--- src/rtl/mux_arb_pkg.sv ---
// Shared types and helpers for the round-robin mux arbiter.
package mux_arb_pkg;

  localparam int NUM_REQ = 4;
  localparam int SEL_W   = 2;

  typedef enum logic {
    IDLE = 1'b0,
    BUSY = 1'b1
  } arb_state_e;

  // Index of the first set request bit, searching upward from ptr and wrapping.
  // The caller guarantees req is non-zero, so the ptr fallback never wins.
  function automatic logic [SEL_W-1:0] rr_pick(input logic [NUM_REQ-1:0] req,
                                               input logic [SEL_W-1:0]   ptr);
    logic [SEL_W-1:0] idx;
    logic [SEL_W-1:0] found;
    logic             hit;
    found = ptr;
    hit   = 1'b0;
    for (int k = 0; k < NUM_REQ; k++) begin
      idx = ptr + SEL_W'(k);
      if (!hit && req[idx]) begin
        found = idx;
        hit   = 1'b1;
      end
    end
    return found;
  endfunction

  function automatic logic [NUM_REQ-1:0] to_onehot(input logic [SEL_W-1:0] idx);
    logic [NUM_REQ-1:0] g;
    g      = '0;
    g[idx] = 1'b1;
    return g;
  endfunction

endpackage

--- src/rtl/mux_4x1.sv ---
// Plain 4:1 single-bit multiplexer, select = {s1,s0}.
module mux_4x1 (
  input  logic i0,
  input  logic i1,
  input  logic i2,
  input  logic i3,
  input  logic s1,
  input  logic s0,
  output logic y
);

  // Select one of four inputs.
  always_comb begin
    y = 1'b0;
    case ({s1, s0})
      2'b00:   y = i0;
      2'b01:   y = i1;
      2'b10:   y = i2;
      default: y = i3;
    endcase
  end

endmodule

--- src/rtl/mux_rr_arbiter.sv ---
// Four-requester round-robin arbiter driving a 4:1 mux with a registered output.
// Optional feature macro: MUX_ARB_TIMEOUT_EN adds a hold counter that forces a
// grantee off the mux after MAX_HOLD busy cycles and pulses `timeout`.
//
// state | meaning
// IDLE  | no grant; arbitrate among req starting at ptr
// BUSY  | one requester owns the mux until done, req drop, or hold limit
module mux_rr_arbiter
  import mux_arb_pkg::*;
#(
  parameter int MAX_HOLD = 8
) (
  input  logic               clk,
  input  logic               rst_n,
  input  logic [NUM_REQ-1:0] req,
  input  logic               done,
  input  logic               i0,
  input  logic               i1,
  input  logic               i2,
  input  logic               i3,
  output logic [NUM_REQ-1:0] grant,
  output logic               s1,
  output logic               s0,
  output logic               valid,
  output logic               y
`ifdef MUX_ARB_TIMEOUT_EN
  ,
  output logic               timeout
`endif
);

  arb_state_e         state_q, state_d;
  logic [SEL_W-1:0]   ptr_q, ptr_d;
  logic [SEL_W-1:0]   sel_q, sel_d;
  logic [NUM_REQ-1:0] grant_q, grant_d;
  logic               y_q;
  logic               mux_y;
  logic               rel_c;
  logic               limit_c;
  logic [SEL_W-1:0]   pick_c;

`ifdef MUX_ARB_TIMEOUT_EN
  localparam logic [7:0] HOLD_LAST = 8'(MAX_HOLD - 1);

  logic [7:0] hold_cnt_q, hold_cnt_d;
  logic       timeout_q, timeout_d;

  // Busy-cycle counter; the last allowed busy cycle sees HOLD_LAST.
  always_comb begin
    hold_cnt_d = hold_cnt_q;
    timeout_d  = 1'b0;
    limit_c    = 1'b0;
    if (state_q == IDLE) begin
      hold_cnt_d = '0;
    end else begin
      hold_cnt_d = hold_cnt_q + 8'd1;
      limit_c    = (hold_cnt_q == HOLD_LAST);
      // A normal release in the same cycle as the limit is not a timeout.
      timeout_d  = limit_c && !rel_c;
    end
  end

  // Hold counter and timeout pulse registers.
  always_ff @(posedge clk or negedge rst_n) begin
    if (!rst_n) begin
      hold_cnt_q <= '0;
      timeout_q  <= 1'b0;
    end else begin
      hold_cnt_q <= hold_cnt_d;
      timeout_q  <= timeout_d;
    end
  end

  assign timeout = timeout_q;
`else
  logic [7:0] max_hold_unused;
  assign max_hold_unused = 8'(MAX_HOLD);
  assign limit_c = 1'b0;
`endif

  // Next-state, arbitration and release decision.
  always_comb begin
    state_d = state_q;
    ptr_d   = ptr_q;
    sel_d   = sel_q;
    grant_d = grant_q;
    rel_c   = 1'b0;
    pick_c  = rr_pick(req, ptr_q);
    case (state_q)
      IDLE: begin
        if (|req) begin
          state_d = BUSY;
          sel_d   = pick_c;
          grant_d = to_onehot(pick_c);
        end else begin
          sel_d   = '0;
          grant_d = '0;
        end
      end
      BUSY: begin
        rel_c = done || !req[sel_q];
        if (rel_c || limit_c) begin
          state_d = IDLE;
          ptr_d   = sel_q + SEL_W'(1);
          sel_d   = '0;
          grant_d = '0;
        end
      end
      default: begin
        state_d = IDLE;
        sel_d   = '0;
        grant_d = '0;
      end
    endcase
  end

  // State, pointer, select and grant registers.
  always_ff @(posedge clk or negedge rst_n) begin
    if (!rst_n) begin
      state_q <= IDLE;
      ptr_q   <= '0;
      sel_q   <= '0;
      grant_q <= '0;
    end else begin
      state_q <= state_d;
      ptr_q   <= ptr_d;
      sel_q   <= sel_d;
      grant_q <= grant_d;
    end
  end

  mux_4x1 u_mux (
    .i0 (i0),
    .i1 (i1),
    .i2 (i2),
    .i3 (i3),
    .s1 (sel_q[1]),
    .s0 (sel_q[0]),
    .y  (mux_y)
  );

  // Output register: forced low whenever no grant was active last cycle.
  always_ff @(posedge clk or negedge rst_n) begin
    if (!rst_n) begin
      y_q <= 1'b0;
    end else begin
      y_q <= (state_q == BUSY) ? mux_y : 1'b0;
    end
  end

  assign grant = grant_q;
  assign s1    = sel_q[1];
  assign s0    = sel_q[0];
  assign valid = (state_q == BUSY);
  assign y     = y_q;

endmodule
--- config.mk ---
export PLATFORM = sky130hd
export DESIGN_NAME = mux_rr_arbiter
export DESIGN_NICKNAME = d
export VERILOG_FILES = /design/src/rtl/mux_arb_pkg.sv /design/src/rtl/mux_4x1.sv /design/src/rtl/mux_rr_arbiter.sv
export SDC_FILE = /design/constraint.sdc
export NUM_CORES = 1
export LEC_CHECK = 0
export ABC_CLOCK_PERIOD_IN_PS = 3400
export CELL_PAD_IN_SITES_DETAIL_PLACEMENT = 2
export CELL_PAD_IN_SITES_GLOBAL_PLACEMENT = 2
export CORE_MARGIN = 4
export CORE_UTILIZATION = 29
export DETAILED_ROUTE_END_ITERATION = 8
export PLACE_DENSITY = 0.78
export SLEW_MARGIN = 5
export SYNTH_ARGS = -nofsm -noshare
export SYNTH_HDL_FRONTEND = slang
export SYNTH_SLANG_ARGS = --single-unit
--- constraint.sdc ---
create_clock -name clk -period 3.4 [get_ports clk]
set_input_delay 0.68 -clock clk [delete_from_list [all_inputs] [get_ports clk]]
set_output_delay 0.68 -clock clk [all_outputs]
set_load 0.05 [all_outputs]
==> results.json, run 1 <==
{
  "postRouteAntennaNets": 0,
  "area_growth_pct": 40.0,
  "ys_async_sr_fraction": 1.00,
  "cts_made_buffers": 3,
  "grt_pass1_vias": 637,
  "period_minus_slack_ns": 2.31,
  "ir_worst_vdd_v": 0.000363,
  "required_ns": 2.72,
  "start_kind": "flip-flop",
  "finalSetupViolCount": 0,
  "maxSlewViolCount": 0,
  "yosys_warnings": 0,
  "wl_per_cell_um": 17.8,
  "clk_pin_slew_ns": 0.07,
  "ctsHtreeMaxLevel": 1,
  "io_buffers": 18,
  "via_per_inst": 5.31,
  "power_per_cell_area_nw_per_um2": 908,
  "dr.first_iter.drc_count": 5,
  "place_hpwl_mm": 1.37,
  "p_int_mw": 0.392,
  "antenna_found_initial": 0,
  "p_switching_mw": 0.368,
  "synth_edf_count": 0,
  "synth-seq-cells": 10,
  "drc": 0,
  "nFillCells": 226,
  "cts_buffer_depth": 2,
  "slowest_stage": "clkdlybuf4s50_1",
  "grt_use_total": 0.158,
  "fin_crit_sh": 0.679,
  "n_antenna_cell": 0,
  "syn_nets": 71,
  "tightest_slew_ns": 0.514,
  "synth.area.top_cells": "dfrtp_1 (42%), ha_1 (8.4%), a32o_1 (6.7%)",
  "syn-cell-area_um2": 598,
  "core-area_um2": 1960,
  "cts_root_buf": "clkbuf_4",
  "hold_buffers": 0,
  "slew-limit-headroom": 0.656,
  "sequentialPowerShare": 0.296,
  "combPwrFrac": 0.552,
  "cts_tree": "yes",
  "placementRows": 16,
  "final_layout_size_suffix_gt1_frac": 0.117,
  "fp.dieW_um": 53.4,
  "rsz0062_at_grt": "false",
  "crit_type": "reg2out",
  "nets": 93,
  "start_util": 0.305,
  "cts_resized": 0,
  "crit_buf_inv": 1,
  "grt_pass1_wl_mm": 3.07,
  "clock_skew_ns": 0.00801,
  "slowest_delay_ns": 0.86,
  "crit_family": "buffers and inverters",
  "die-area_um2": 2850,
  "die_h_um": 53.4,
  "finalInstanceArea_um2": 837,
  "switching_share": 0.484,
  "finalSetupTns_ns": 0,
  "syn_inst": 56,
  "postCtsSetupBuffers": 0,
  "dpl-instance-area_um2": 801,
  "yosysTopAreaCell": "dfrtp_1",
  "first_pass_iters": 4,
  "synth.distinct_cells": 24,
  "globalRouteOverflowTotal": 0,
  "routed_wl_mm": 1.85,
  "crit_arrival_ns": 1.63,
  "vias": 552,
  "min_path_type": "reg2reg",
  "worst_skew_pair.late_latency_ns": 0.28,
  "synth.top_cell.area_share": 0.418,
  "syn_avg_cell_area_um2": 10.7,
  "io_pins": 19,
  "maxCapViolations": 0,
  "worstPathCellList": "clkdlybuf4s50_1",
  "status": "finished, final reports clean",
  "routabilityCongestion": 0.697,
  "worst_setup_path_end_kind": "output pin",
  "max_freq_ghz": 0.433,
  "finalHoldViolCount": 0,
  "p_leak_nw": 0.355,
  "cts_sinks": 10,
  "ys.flop_type": "dfrtp_1",
  "critical_path.max_fanout": 7,
  "p_clk_frac": 0.151,
  "grt_max_degree": 11,
  "ys_seq_area_frac": 0.418
}
registers in the layout, indices dropped and copies added (netlist names):
name,cells
ptr_q,2
sel_q,2
valid,1
y,1
grant,4
power groups by stage:
stage | logic, mW | registers, mW | clock network, mW
finish | 0.420 | 0.225 | 0.115
global route | 0.455 | 0.239 | 0.123
CTS | 0.427 | 0.227 | 0.119
detailed placement | 0.420 | 0.229 | 0
global placement | 0.410 | 0.227 | 0
floorplan | 0.162 | 0.339 | 0
metrics by stage:
step	hold WS [ns]	utilization	total power, mW	setup slack [ns]	std cells
global placement	0.498	0.408	0.636	1.15	100
CTS	0.514	0.427	0.773	1.07	104
floorplan	0.384	-	0.501	1.60	56
global route	0.550	0.427	0.817	0.999	104
detailed placement	0.488	0.408	0.649	1.13	100
finish	0.507	0.427	0.760	1.09	104
cell usage in the layout (no fill, tap or decap), drive strengths merged:
cell           count
a32o               4
nor4               1
ha                 4
nand2              1
mux4               1
o22a               2
and2               1
o221a              1
nor2b              2
nand3              1
o21ai              2
nor2               5
inv                5
nor3b              1
clkbuf             4
o22ai              1
o221ai             1
a222oi             1
or2                1
a22o               2
a21oi              7
clkdlybuf4s50     18
nand2b             1
dfrtp             10
routing by layer:
layer | part of all wire | GRT usage | up-vias | wire length (µm)
met5 | 0 | 0 | - | 0
met4 | 0.010 | 0.0638 | 0 | 19
met3 | 0.055 | 0.0394 | 2 | 102
met2 | 0.49 | 0.259 | 18 | 905
met1 | 0.45 | 0.195 | 277 | 825
li1 | - | - | 255 | -
cell families after synthesis:
| family | count (synthesis) | synth area share |
|---|---|---|
| AOI/OAI and AO/OA | 21 | 0.262 |
| DFF | 10 | 0.418 |
| buffers and inverters | 6 | 0.0502 |
| and+or+nand+nor | 14 | 0.149 |
| adders and majority gates | 4 | 0.0837 |
| muxes | 1 | 0.0377 |
Yosys cell counts, types with 2 or more instances:
library cell  number
a32o_1             4
a22o_1             2
nor2b_1            2
o21ai_0            2
o22a_1             2
nor2_1             4
a21oi_1            7
inv_1              5
dfrtp_1           10
ha_1               4
final cells by class:
| class | instances | area [µm²] | share of cell area |
|---|---|---|---|
| inverter | 5 | 18.8 | 0.0224 |
| sequential | 10 | 250 | 0.299 |
| clock buffer | 4 | 36.3 | 0.0433 |
| timing repair buffer | 18 | 180 | 0.215 |
| tap | 27 | 33.8 | 0.0404 |
| multi-input combinational | 40 | 318 | 0.380 |
final timing paths:
| check | to | slack [ns] | depth (start not counted) | startpoint |
|---|---|---|---|---|
| min in group asynchronous | grant[1] | 0.73 | 1 | rst_n |
| max in group asynchronous | valid | 2.32 | 1 | rst_n |
| hold / removal | grant[2] | 0.51 | 1 | grant[2] |
| hold reg to reg | grant[2] | 0.51 | 1 | grant[2] |
| setup reg to reg | sel_q[0] | 1.82 | 4 | sel_q[0] |
| setup / recovery | s0 | 1.09 | 1 | sel_q[0] |
Power figures use the tool's default switching activity.
==> inputs of run 2 (changes only) <==
ABC_CLOCK_PERIOD_IN_PS = 2100   (was 3400)
CORE_ASPECT_RATIO = 1.75   (was not set)
CORE_UTILIZATION = 24   (was 29)
PLACE_DENSITY = 0.69   (was 0.78)
clock period = 2.1 ns   (was 3.4 ns; I/O delays follow)
==> run 2 against run 1 <==
Compared with the run above:
- utilization fell by 6.4 points
- clock skew fell by 0.0076 ns
- first-iteration DRC count fell by 20%
- critical path type unchanged
- largest cell class unchanged
- largest power group unchanged
- highest routed layer unchanged
==> results.json, run 2 (synthesis gave the netlist of run 1 again) <==
{
  "ctsHtreeMaxLevel": 1,
  "grt_use_total": 0.115,
  "critical_path.max_fanout": 6,
  "hold_buffers": 0,
  "die_h_um": 74.0,
  "area_growth_pct": 41.2,
  "finalPower_mw": 1.25,
  "min_path_type": "in2async",
  "cts_root_buf": "clkbuf_8",
  "routed_wl_mm": 1.72,
  "crit_arrival_ns": 1.50,
  "worstPathCellList": "clkdlybuf4s50_1",
  "start_util": 0.257,
  "grt_max_degree": 11,
  "postCtsSetupBuffers": 0,
  "largest_reg_flops": 4,
  "slowest_delay_ns": 0.84,
  "clock_skew_ns": 0.000423,
  "cts_tree": "yes",
  "drc": 0,
  "vias": 542,
  "dr.first_iter.drc_count": 4,
  "rr_worst_depth": 4,
  "n_antenna_cell": 0,
  "grt_pass1_wl_mm": 2.79,
  "p_int_mw": 0.662,
  "first_pass_iters": 4,
  "finalHoldViolCount": 0,
  "antenna_found_initial": 0,
  "core-area_um2": 2330,
  "finalInstanceArea_um2": 845,
  "maxCapViolations": 0,
  "io_buffers": 18,
  "routabilityCongestion": 0.715,
  "required_ns": 1.68,
  "cts_resized": 0,
  "r2r_setup_slack_ns": 0.51,
  "clk_pin_slew_ns": 0.04,
  "slowest_stage": "clkdlybuf4s50_1",
  "crit_family": "buffers and inverters",
  "p_clk_frac": 0.155,
  "max_freq_ghz": 0.521,
  "pre_cts_ws_ns": 0.0933,
  "rsz0062_at_grt": "false",
  "fp.dieW_um": 45.7,
  "period_minus_slack_ns": 1.92,
  "globalRouteOverflowTotal": 0,
  "p_switching_mw": 0.584,
  "switching_share": 0.468,
  "crit_type": "reg2out",
  "grt_pass1_vias": 608,
  "wl_per_cell_um": 16.8,
  "reg2reg_to": "sel_q[0]",
  "nFillCells": 255,
  "layout_commonest_cell": "clkdlybuf4s50_1",
  "io_pins": 19,
  "dpl-instance-area_um2": 803,
  "crit_buf_inv": 1,
  "die-area_um2": 3390,
  "finalSetupViolCount": 0,
  "p_leak_nw": 0.362,
  "combPwrFrac": 0.560,
  "status": "finished, final reports clean",
  "finalSetupTns_ns": 0,
  "cts_made_buffers": 3,
  "via_per_inst": 5.31,
  "cts_sinks": 10,
  "postRouteAntennaNets": 0,
  "final_core_util": 0.362,
  "final_cell_mix": "clkdlybuf4s50_1 (17), dfrtp_1 (10), a21oi_1 (7)",
  "nets": 94,
  "final_layout_size_suffix_gt1_frac": 0.130,
  "ir_worst_vdd_v": 0.000796,
  "worst_r2r_startpoint": "sel_q[0]",
  "maxSlewViolCount": 0,
  "slew-limit-headroom": 0.666,
  "placementRows": 23,
  "cp-startpoint": "valid",
  "start_kind": "flip-flop",
  "fin_crit_sh": 0.914,
  "fin_ws_ns": 0.181,
  "worst_skew_pair.late_latency_ns": 0.23,
  "power_per_cell_area_nw_per_um2": 1480,
  "place_hpwl_mm": 1.39,
  "tightest_slew_ns": 0.500,
  "worst_setup_path_end_kind": "output pin",
  "cts_buffer_depth": 2,
  "sequentialPowerShare": 0.284
}
==> run 2: power by group through the flow <==
stage / sequential (mW) / clock, mW / combinational (mW)
after floorplan: 0.549 / 0 / 0.263
after global placement: 0.356 / 0 / 0.699
after detailed placement: 0.359 / 0 / 0.709
after CTS: 0.356 / 0.197 / 0.712
after global routing: 0.369 / 0.208 / 0.754
final: 0.354 / 0.194 / 0.698
==> run 2: worst max-delay path by stage <==
stage                     cells past startpoint       end  slack [ns]
after floorplan                               4  sel_q[0]        0.30
final                                         1     valid        0.18
after detailed placement                      5  sel_q[1]        0.09
after global routing                          1     valid        0.12
after CTS                                     1     valid        0.16
after global placement                        5  sel_q[1]        0.12
==> run 2: cell type report <==
cell class	count	area, µm²	area share
Inverter	5	18.8	0.0222
Sequential cell	10	250	0.296
Tap cell	25	31.3	0.0370
Multi-Input combinational cell	40	318	0.376
Timing Repair Buffer	19	185	0.219
Clock buffer	3	41.3	0.0489
==> run 2: routing by layer <==
layer | wire length [µm] | vias to the layer above | global-route usage
li1 | - | 253 | -
met1 | 674 | 269 | 0.119
met2 | 952 | 15 | 0.215
met3 | 58 | 5 | 0.0218
met4 | 29 | 0 | 0.0475
met5 | 0 | - | 0
==> run 2: metrics by stage <==
step,std cells,hold WS [ns]
5_1_grt,102,0.519
3_3_place_gp,99,0.490
2_1_floorplan,56,0.124
4_1_cts,102,0.503
6_report,102,0.505
3_5_place_dp,99,0.485
==> inputs of run 3 (changes only) <==
CAP_MARGIN = 20   (was not set)
==> results of run 3 <==
The final DEF is identical to that of run 2; final timing and power are the same.
